**src/rtl/seq_div_32by16_pkg.sv**
```systemverilog
// div_pkg: shared types and sizing for the sequential restoring divider
package div_pkg;
  localparam int DW_DEF = 16;
  localparam int CNT_W = $clog2(DW_DEF) + 1;
  typedef enum logic [1:0] {IDLE, RUN, DONE} state_t;
  function automatic int cnt_w(input int w);
    return $clog2(w) + 1;
  endfunction
endpackage

```
**src/rtl/seq_div_32by16_step.sv**
```systemverilog
// div_step: one combinational radix-2 restoring division step on {R,Q}
module div_step #(
  parameter int DW = 16
) (
  input  logic [DW:0]   r,
  input  logic [DW-1:0] q,
  input  logic [DW-1:0] d,
  output logic [DW:0]   r_n,
  output logic [DW-1:0] q_n
);
  logic [DW+1:0] t;
  // r stays below d, so the shifted remainder fits DW+1 bits and t's msb is the borrow
  assign t = {r, q[DW-1]} - {2'b0, d};
  assign r_n = t[DW+1] ? {r[DW-1:0], q[DW-1]} : t[DW:0];
  assign q_n = {q[DW-2:0], ~t[DW+1]};
endmodule

```
**src/rtl/seq_div_32by16.sv**
```systemverilog
// seq_div_32by16: iterative 2*DW/DW restoring divider, one quotient bit per cycle
module seq_div_32by16
  import div_pkg::*;
#(
  parameter int DW = DW_DEF
) (
  input  logic            clk,
  input  logic            rst,
  input  logic            start,
  input  logic [2*DW-1:0] dividend,
  input  logic [DW-1:0]   divisor,
  output logic            busy,
  output logic            done,
  output logic [DW-1:0]   quotient,
  output logic [DW-1:0]   remainder,
  output logic            div_by_zero,
  output logic            overflow
);
  localparam int CW = cnt_w(DW);
  state_t state, state_n;
  logic [DW:0] r, r_n;
  logic [DW-1:0] q, q_n, d;
  logic [CW-1:0] cnt;
  logic acc, dz, ov, last;
  assign acc = start && state != RUN;
  assign dz = divisor == '0;
  assign ov = !dz && dividend[2*DW-1:DW] >= divisor;
  assign last = cnt == CW'(DW - 1);
  div_step #(.DW(DW)) u_step (.r(r), .q(q), .d(d), .r_n(r_n), .q_n(q_n));
  always_comb begin
    state_n = IDLE;
    if (acc) state_n = (dz || ov) ? DONE : RUN;
    else if (state == RUN) state_n = last ? DONE : RUN;
  end
  always_ff @(posedge clk) begin
    if (!rst) begin
      state <= IDLE;
      busy <= 1'b0;
      done <= 1'b0;
      quotient <= '0;
      remainder <= '0;
      div_by_zero <= 1'b0;
      overflow <= 1'b0;
      r <= '0;
      q <= '0;
      d <= '0;
      cnt <= '0;
    end else begin
      state <= state_n;
      busy <= state_n == RUN;
      done <= state_n == DONE;
      if (acc) begin
        div_by_zero <= dz;
        overflow <= ov;
        if (dz || ov) begin
          quotient <= '1;
          remainder <= dz ? dividend[DW-1:0] : '0;
        end
        r <= {1'b0, dividend[2*DW-1:DW]};
        q <= dividend[DW-1:0];
        d <= divisor;
        cnt <= '0;
      end else if (state == RUN) begin
        r <= r_n;
        q <= q_n;
        cnt <= cnt + CW'(1);
        if (last) begin
          quotient <= q_n;
          remainder <= r_n[DW-1:0];
        end
      end
    end
  end
endmodule

```
**config.mk**
```make
export PLATFORM = sky130hd
export DESIGN_NAME = seq_div_32by16
export DESIGN_NICKNAME = d
export VERILOG_FILES = /design/src/rtl/seq_div_32by16_pkg.sv /design/src/rtl/seq_div_32by16_step.sv /design/src/rtl/seq_div_32by16.sv
export SDC_FILE = /design/constraint.sdc
export NUM_CORES = 1
export LEC_CHECK = 0
export ABC_AREA = 1
export CAP_MARGIN = 20
export CORE_MARGIN = 5
export CORE_UTILIZATION = 30
export DETAILED_ROUTE_END_ITERATION = 8
export MAX_ROUTING_LAYER = met4
export PLACE_DENSITY = 0.58
export SYNTH_ARGS = -nofsm -noshare
export SYNTH_HDL_FRONTEND = slang
export SYNTH_HIERARCHICAL = 1
export SYNTH_SLANG_ARGS = --single-unit
```
**constraint.sdc**
```tcl
create_clock -name clk -period 2.1 [get_ports clk]
set_input_delay 0.21 -clock clk [delete_from_list [all_inputs] [get_ports clk]]
set_output_delay 0.21 -clock clk [all_outputs]
set_load 0.02 [all_outputs]
```
==> results of run 1 <==
==> sequential cells by signal, summed over array words and instances, names as in the netlist, 2 cells and up <==
name,cells
cnt,5
d,16
q,16
quotient,16
r,17
remainder,16
state,2
==> metrics by stage <==
stage               hold WS, ns  worst slack [ns]  instances  utilization [%]
finish                    0.348            -0.129       1374             45.0
global route              0.377            -0.240       1374             45.0
CTS                       0.349           -0.0702       1366             43.3
detailed placement        0.461            -0.412       1335             39.3
global placement          0.453            -0.349       1335             39.3
floorplan                 0.345            0.0412        908                -
==> area by class of cell <==
class / instances / share of cell area, %
clock buffer: 10 / 2.64
inverter: 168 / 6.99
tap: 270 / 3.73
clock inverter: 6 / 0.774
multi-input combinational: 601 / 42.1
sequential: 92 / 20.7
timing repair buffer: 227 / 23.0
==> worst min-delay path, cell delays in order <==
cell and delay (ns):
buf_2 0.12, buf_12 0.20, nand2_1 0.09, inv_1 0.03
==> worst max-delay path by stage <==
stage	endpoint	cells past startpoint
after floorplan	remainder[10]	20
after global placement	r[5]	13
after detailed placement	r[5]	13
after CTS	remainder[4]	20
after global routing	remainder[5]	16
final	remainder[5]	16
==> placed cells by master (no fill, tap or decap), types with 5 or more instances in the layout <==
master and instances:
a31oi_1 10, inv_1 136, buf_4 117, buf_6 16
nand3_1 34, a21oi_2 6, clkdlybuf4s50_1 85, dfxtp_2 20
o21ai_2 5, nor2_1 47, a21oi_1 48, nand3_2 22
ha_4 15, nand2_1 191, o21ai_1 17, buf_12 6
ha_1 19, nand2_2 47, o21ai_0 42, nor2_2 14
clkbuf_16 11, nor2_4 7, nand2_4 12, o211ai_1 15
dfxtp_1 70, inv_2 31, nand4_1 12
==> kinds of logic after synthesis <==
group | after synthesis | synth area share [%]
AOI/OAI and AO/OA | 154 | 14.0
DFF | 92 | 30.3
adders and majority gates | 35 | 7.33
xor gates and xnor gates | 8 | 1.15
buffers and inverters | 217 | 15.9
and+or+nand+nor | 402 | 31.3
==> routing by layer <==
layer,share of wire [%],wire [um],vias to the layer above,GRT usage (%)
li1,-,-,3250,-
met1,46,9470,2931,23.1
met2,46,9490,160,28.5
met3,4.5,933,46,2.24
met4,3.6,745,0,7.06
met5,0,0,-,-
==> where the power goes <==
part,leakage (nW),switching (mW),internal (mW)
registers,0.766,0.137,1.93
clock network,0.147,0.762,0.967
logic,3.38,2.25,2.02
total,4.29,3.14,4.92
==> repair_timing <==
| item | in CTS | in global routing |
|---|---|---|
| gates cloned | 2 | 2 |
| endpoints found under the setup margin | 35 | 44 |
| buffers inserted | 13 | 6 |
| resized for setup | 92 | 84 |
| pin swaps | 31 | 40 |
==> flow_metrics.tcl, run 1 <==
set metrics [dict create \
    status "finished, violations left" \
    violations "negative setup slack" \
    wl_um 20600 \
    multiInputGateArea_um2 3810 \
    first_global_vias 6175 \
    numCtsBuffers 9 \
    p_per_area_nw_per_um2 891 \
    crit_start "d[8]" \
    syn-cell-area_um2 6070 \
    crit_type "reg2reg" \
    dieArea_um2 23200 \
    insertion_delay_ns 0.35 \
    via_per_inst 4.65 \
    p_total_mw 8.06 \
    coreArea_um2 20100 \
    max_cap_viol_count 0 \
    io_pins 87 \
    r2r_end "remainder[5]" \
    detail_route.first_pass.iterations 5 \
    die_height_um 152 \
    place_area_um2 7910 \
    clk_pin_slew_ns 0.07 \
    synth_cell_types 40 \
    grtUsageTotal_pct 17.9 \
    rows 52 \
    synth_ff_type "dfxtp_1" \
    vdd_drop_max_uv 459 \
    cts-root-buf "clkbuf_16" \
    nets 1185 \
    syn_inst 908 \
    timing.critical_path.buf_inv 2 \
    hold_depth 4 \
    slowest_delay_ns 0.34 \
    maxSlewHeadroom_pct 51.3 \
    cp_top_family "simple AND/OR/NAND/NOR gates" \
    cp_max_fo 8 \
    r2r_start "d[8]" \
    slew_viol_final 0 \
    hp-start "rst" \
    synth_area_leaders "dfxtp_1, nand2_1, inv_1, ha_1, o21ai_0" \
    endpoint_kind "flip-flop" \
    synthMostInstantiatedCell "nand2_1" \
    drc 0 \
    hold_viol_final 0 \
    htreeDepth 3 \
    vias 6387 \
    hold_buffers 0 \
    p_leak_nw 4.29 \
    ys_seq_elements 92 \
    io_buffers 86 \
    fin_ws_ns -0.129 \
    cp.arrival_ns 2.48 \
    grt_first_pass_wirelength_um 32600 \
    ff_latch_area_um2 1870 \
    ff2ff_setup_slack_ns -0.13 \
    hold_end "q[11]" \
    yosys_warnings 6 \
    yosysSeqAreaShare_pct 30.3 \
    synth_nets 994 \
    start_util_pct 30.2 \
    setup_tns_ns -2.00 \
    drtIter0Drc 403 \
    cts_buffer_depth 2 \
    crit_path_start_kind "flip-flop" \
    wl_per_cell_um 15.0 \
    finalSetupViolations 28 \
    cpMaxStageDelayCell "dfxtp_2" \
    rsz0062_at_grt "true" \
    drive_gt1_share_pct 32.2 \
    netlist.area_leader.share_pct 30.3 \
    cts_tree "built" \
    critical_path_required_ns 2.35 \
    synth_edf_count 0 \
    period_minus_slack_ns 2.23 \
    gp_congestion 0.897 \
    async_reset_ff_share_pct 0 \
    diodes 0 \
    antenna_found_initial 0 \
    synth_top_cell_by_area "dfxtp_1" \
    avgSynthCellArea_um2 6.69 \
    drtAntennaViolNets 0 \
    fin_area_um2 9050 \
    hpwlAfterDp_um 15400 \
    grt_max_degree 67 \
    cts_sinks 92 \
    yosys-top-cells-count "nand2_1, inv_1, dfxtp_1" \
    path_cells "inv_2 -> ha_4 -> nand2_4 -> nor2_4 -> nand3_2 -> nand3_4 -> nand2_8 -> nand2_8 -> nand2_8 -> buf_12 -> nand3_2 -> nand2_2 -> nand2_2 -> o21ai_1 -> nor2_1 -> nor2_1" \
    area_growth_pct 49.0 \
    worst_pin_slew_ns 0.730 \
    grt_overflow_total 0 \
    ff2ff_path_depth 16 \
    worstHoldPathType "in2reg" \
    worst_path_most_repeated_cell "nand2_8" \
    fillCellCount 1964 \
    fin_crit_sh_pct 106 \
    fp.dieW_um 152 \
    clock_skew_ns 0.00612 \
    max_freq_mhz 449 \
]
No activity file was read; power rests on OpenSTA's default activity.
==> run 2, diff against run 1 <==
Settings changed: CTS_CLUSTER_DIAMETER set to 60, PLACE_DENSITY 0.58 to 0.56.
Clock period 2.1 ns to 2.4 ns, I/O delays scaled along.
==> run 2 against run 1 <==
The run now ends clean. Hold slack got worse by 0.075 ns. Worst setup slack improved by 0.23 ns. Sequential share of layout area up 2.2 points. Wire length fell by 4.9%. Final cell count decreased by 4.9%. Via count shrank 5.4%. Combinational power fell by 30%. Critical path type unchanged. Critical endpoint is now remainder[1]. Highest routed layer unchanged.
==> flow_metrics.tcl, run 2 (synthesized netlist as in run 1, its figures left out) <==
set metrics [dict create \
    area_growth_pct 32.6 \
    coreArea_um2 20100 \
    drtIter0Drc 432 \
    final_cells 1306 \
    rows 52 \
    detail_route.first_pass.iterations 5 \
    antenna_found_initial 0 \
    crit_path_start_kind "flip-flop" \
    io_pins 87 \
    final_common_cell "nand2_1" \
    slew_viol_final 0 \
    grt_max_degree 32 \
    maxSlewHeadroom_pct 51.0 \
    rsz0062_at_grt "true" \
    clkPwrFrac_pct 21.7 \
    endpoint_kind "flip-flop" \
    p_int_mw 3.68 \
    p_leak_nw 3.84 \
    hold_ws_ns 0.273 \
    wl_per_cell_um 15.0 \
    seqPwrFrac_pct 29.4 \
    first_global_vias 5704 \
    cts_tree "built" \
    nets 1119 \
    wl_um 19600 \
    grt_overflow_total 0 \
    drive_gt1_share_pct 19.5 \
    hold_viol_final 0 \
    p_per_area_nw_per_um2 760 \
    clock_skew_ns 0.00988 \
    gp_congestion 0.888 \
    hpwlAfterDp_um 15100 \
    cp.arrival_ns 2.59 \
    vias 6042 \
    largest_reg_flops 17 \
    status "complete, no violations" \
    htreeDepth 3 \
    drc 0 \
    max_freq_mhz 436 \
    worst_pin_slew_ns 0.734 \
    crit_type "reg2reg" \
    grt_first_pass_wirelength_um 30700 \
    via_per_inst 4.63 \
    cp_max_fo 6 \
    finalSetupViolations 0 \
    die_height_um 152 \
    hold_buffers 0 \
    clk_pin_slew_ns 0.07 \
    placedCellCount 1287 \
    insertion_delay_ns 0.35 \
    fin_crit_sh_pct 95.6 \
    period_minus_slack_ns 2.30 \
    grtUsageTotal_pct 16.8 \
    combPwrFrac_pct 48.9 \
    cts_sinks 92 \
    switching_share_pct 39.9 \
    dieArea_um2 23200 \
    critical_path_required_ns 2.69 \
    max_cap_viol_count 0 \
    p_total_mw 6.12 \
    diodes 0 \
    cts-root-buf "clkbuf_16" \
    numCtsBuffers 9 \
    top_register "r" \
    vdd_drop_max_uv 444 \
    fp.dieW_um 152 \
    final_cell_mix "nand2_1, inv_1, dfxtp_1, clkdlybuf4s50_1, buf_4" \
    switching_power_mw 2.44 \
    worstHoldPathType "in2reg" \
    io_buffers 86 \
    drtAntennaViolNets 0 \
    cts_buffer_depth 2 \
    start_util_pct 30.2 \
]
[run 2: power groups by stage]
stage | registers, mW | clock network (mW) | logic (mW)
floorplan | 1.87 | 0 | 1.65
global placement | 1.82 | 0 | 2.69
detailed placement | 1.82 | 0 | 2.69
CTS | 1.79 | 1.36 | 2.70
global route | 1.82 | 1.41 | 3.29
finish | 1.80 | 1.33 | 3.00
[run 2: path summary, 6_finish.rpt]
path	start	slack (ns)	cells after the start	endpoint
setup reg to reg	d[11]	0.10	18	remainder[1]
hold reg to reg	cnt[4]	0.47	2	cnt[4]
hold / removal	rst	0.27	3	q[15]
setup / recovery	d[11]	0.10	18	remainder[1]
[run 2: routing by layer]
metal	global-route usage, %	vias up	part of all wire (%)
met5	-	-	0
met1	22.2	2765	47
met4	5.52	0	2.4
met2	27.0	149	46
li1	-	3100	-
met3	1.82	28	3.8
[run 2: area by class of cell]
| cell class | instances | area, um2 |
|---|---|---|
| inverter | 168 | 633 |
| clock buffer | 9 | 225 |
| tap | 270 | 338 |
| multi-input combinational | 599 | 3490 |
| fill | 2098 | 12100 |
| sequential | 92 | 1850 |
| clock inverter | 5 | 37.5 |
| timing repair buffer | 163 | 1490 |
[run 2: worst max-delay path, stage by stage (launching register included)]
cell and delay [ns]:
dfxtp_1 0.33, inv_1 0.04, ha_1 0.31, nand2_2 0.10
inv_2 0.05, nand2_2 0.09, a21oi_4 0.07, nor2_4 0.25
nand2_8 0.12, nand2_8 0.13, buf_6 0.14, nand3_1 0.07
nand2_1 0.10, inv_1 0.05, nor2_1 0.10, o22ai_1 0.09
nand2_1 0.08, nand2_1 0.04, nor2_1 0.09
[run 2: timing repair]
| action | CTS | global route |
|---|---|---|
| resized for setup | 0 | 53 |
| setup buffers | 0 | 5 |
| endpoints found under the setup margin | 0 | 30 |
[run 2: stage by stage]
stage,setup TNS (ns),utilization (%),setup WS [ns],area (um2)
after floorplan,0,-,0.341,6070
after global placement,0,37.4,0.0102,7510
final,0,40.1,0.105,8050
after global routing,-0.0856,40.1,-0.0280,8050
after detailed placement,0,37.4,0.00726,7510
after CTS,0,38.7,0.0258,7770
==> run 3, diff against run 2 <==
Settings changed: HOLD_SLACK_MARGIN set to 0.03, MAX_ROUTING_LAYER met4 to unset, SKIP_LAST_GASP set to 1.
==> run 3 against run 2 <==
Final area hardly changed. Clock-buffer cell count stayed put. Global-route usage is 0.51 points lower. Sequential share of layout area hardly changed. Non-clock buffer count stayed put. Hold slack better by 0.0054 ns. Maximum frequency is 1.1% higher. Worst setup slack better by 0.026 ns. Clock power hardly changed. Largest cell class unchanged. Largest power group unchanged. Highest routed layer unchanged.
==> flow_metrics.tcl, run 3 (synthesized netlist as in run 1, its figures left out) <==
set metrics [dict create \
    final_common_cell "nand2_1" \
    final_cell_mix "nand2_1, inv_1, dfxtp_1, clkdlybuf4s50_1, buf_4" \
    cp_max_fo 6 \
    p_total_mw 6.11 \
    critical_path_required_ns 2.69 \
    rows 52 \
    final_cells 1306 \
    slowest_delay_ns 0.33 \
    cts_tree "built" \
    dp_slack_ns 0.00726 \
    cpMaxStageDelayCell "dfxtp_1" \
    area_growth_pct 32.5 \
    dieArea_um2 23200 \
    endpoint_kind "flip-flop" \
    antenna_found_initial 0 \
    worst_pin_slew_ns 0.750 \
    first_global_vias 5717 \
    cts-root-buf "clkbuf_16" \
    coreArea_um2 20100 \
    wl_per_cell_um 15.0 \
    vdd_drop_max_uv 450 \
    max_freq_mhz 441 \
    fp.dieW_um 152 \
    maxSlewHeadroom_pct 50.0 \
    fin_ws_ns 0.131 \
    multiInputGateArea_um2 3490 \
    insertion_delay_ns 0.35 \
    cts_buffer_depth 2 \
    io_pins 87 \
    path_cells "inv_1 -> ha_1 -> nand2_2 -> inv_2 -> nand2_2 -> a21oi_4 -> nor2_4 -> nand2_8 -> nand2_8 -> buf_6 -> nand3_1 -> nand2_1 -> inv_1 -> nor2_1 -> o22ai_1 -> nand2_1 -> nand2_1 -> nor2_1" \
    top_register "r" \
    max_cap_viol_count 0 \
    htreeDepth 3 \
    diodes 0 \
    hold_buffers 0 \
    grt_max_degree 32 \
    grt_first_pass_wirelength_um 30600 \
    status "complete, no violations" \
    worstHoldPathType "in2reg" \
    fillCellCount 2095 \
    drtAntennaViolNets 0 \
    clk_pin_slew_ns 0.07 \
    numCtsBuffers 9 \
    drc 0 \
    clock_skew_ns 0.00913 \
    rsz0062_at_grt "true" \
    largest_reg_flops 17 \
    vias 6050 \
    ff_latch_area_um2 1850 \
    gp_congestion 0.873 \
    utilization_pct 40.0 \
    p_leak_nw 3.83 \
    p_per_area_nw_per_um2 759 \
    crit_type "reg2reg" \
    worst_path_most_repeated_cell "nand2_1" \
    hold_viol_final 0 \
    hpwlAfterDp_um 15100 \
    cp.arrival_ns 2.56 \
    grtUsageTotal_pct 16.3 \
    detail_route.first_pass.iterations 6 \
    fin_crit_sh_pct 94.6 \
    grt_overflow_total 0 \
    cp_top_family "simple AND/OR/NAND/NOR gates" \
    period_minus_slack_ns 2.27 \
    cts_sinks 92 \
    die_height_um 152 \
    via_per_inst 4.63 \
    drtIter0Drc 459 \
    drive_gt1_share_pct 19.5 \
    crit_path_start_kind "flip-flop" \
    slew_viol_final 0 \
    timing.critical_path.buf_inv 4 \
    nets 1119 \
    start_util_pct 30.2 \
    placedCellCount 1287 \
    io_buffers 86 \
    finalSetupViolations 0 \
    wl_um 19600 \
]
-- run 3: layout make-up --
cell class	count	area share, %
clock buffer	9	2.80
clock inverter	5	0.466
inverter	168	7.86
multi-input combinational	599	43.3
sequential	92	22.9
tap	270	4.20
timing repair buffer	163	18.4
-- run 3: where the power goes --
part	switching (mW)	internal, mW	total (mW)
Clock	0.628	0.696	1.32
Sequential	0.115	1.68	1.80
Combinational	1.69	1.29	2.99
Total	2.43	3.67	6.11
-- run 3: worst paths after layout --
kind,start,cells after the start,end,slack (ns)
min reg2reg,cnt[4],2,cnt[4],0.47
max reg2reg,d[11],18,remainder[1],0.13
max,d[11],18,remainder[1],0.13
min,rst,3,q[15],0.28
-- run 3: through the flow --
stage	instance area [um2]	TNS [ns]	hold slack (ns)
6_report	8050	0	0.278
5_1_grt	8050	-0.0603	0.294
4_1_cts	7770	0	0.261
3_5_place_dp	7510	0	0.463
3_3_place_gp	7510	0	0.457
2_1_floorplan	6070	0	0.375
-- run 3: routing by layer --
| layer | vias to the layer above | track usage, % | part of all wire, % |
|---|---|---|---|
| met1 | 2789 | 22.1 | 48 |
| met4 | 0 | 5.57 | 2.4 |
| li1 | 3094 | - | - |
| met3 | 30 | 1.87 | 3.6 |
| met5 | - | 0 | 0 |
| met2 | 137 | 27.0 | 46 |
-- run 3: worst register-to-register path: cells and delay by family (launching register included) --
family / cells / cell delay (ns)
adders and majority gates: 1 / 0.31
AOI/OAI and AO/OA: 2 / 0.16
buffers and inverters: 4 / 0.29
DFF: 1 / 0.33
and+or+nand+nor: 11 / 1.12
-- run 3: repair_timing --
action / 4_1_cts / 5_1_grt
resized for setup: 0 / 52
setup endpoints to repair: 0 / 30
buffers inserted: 0 / 5
endpoints found under the hold margin: 0 / 0
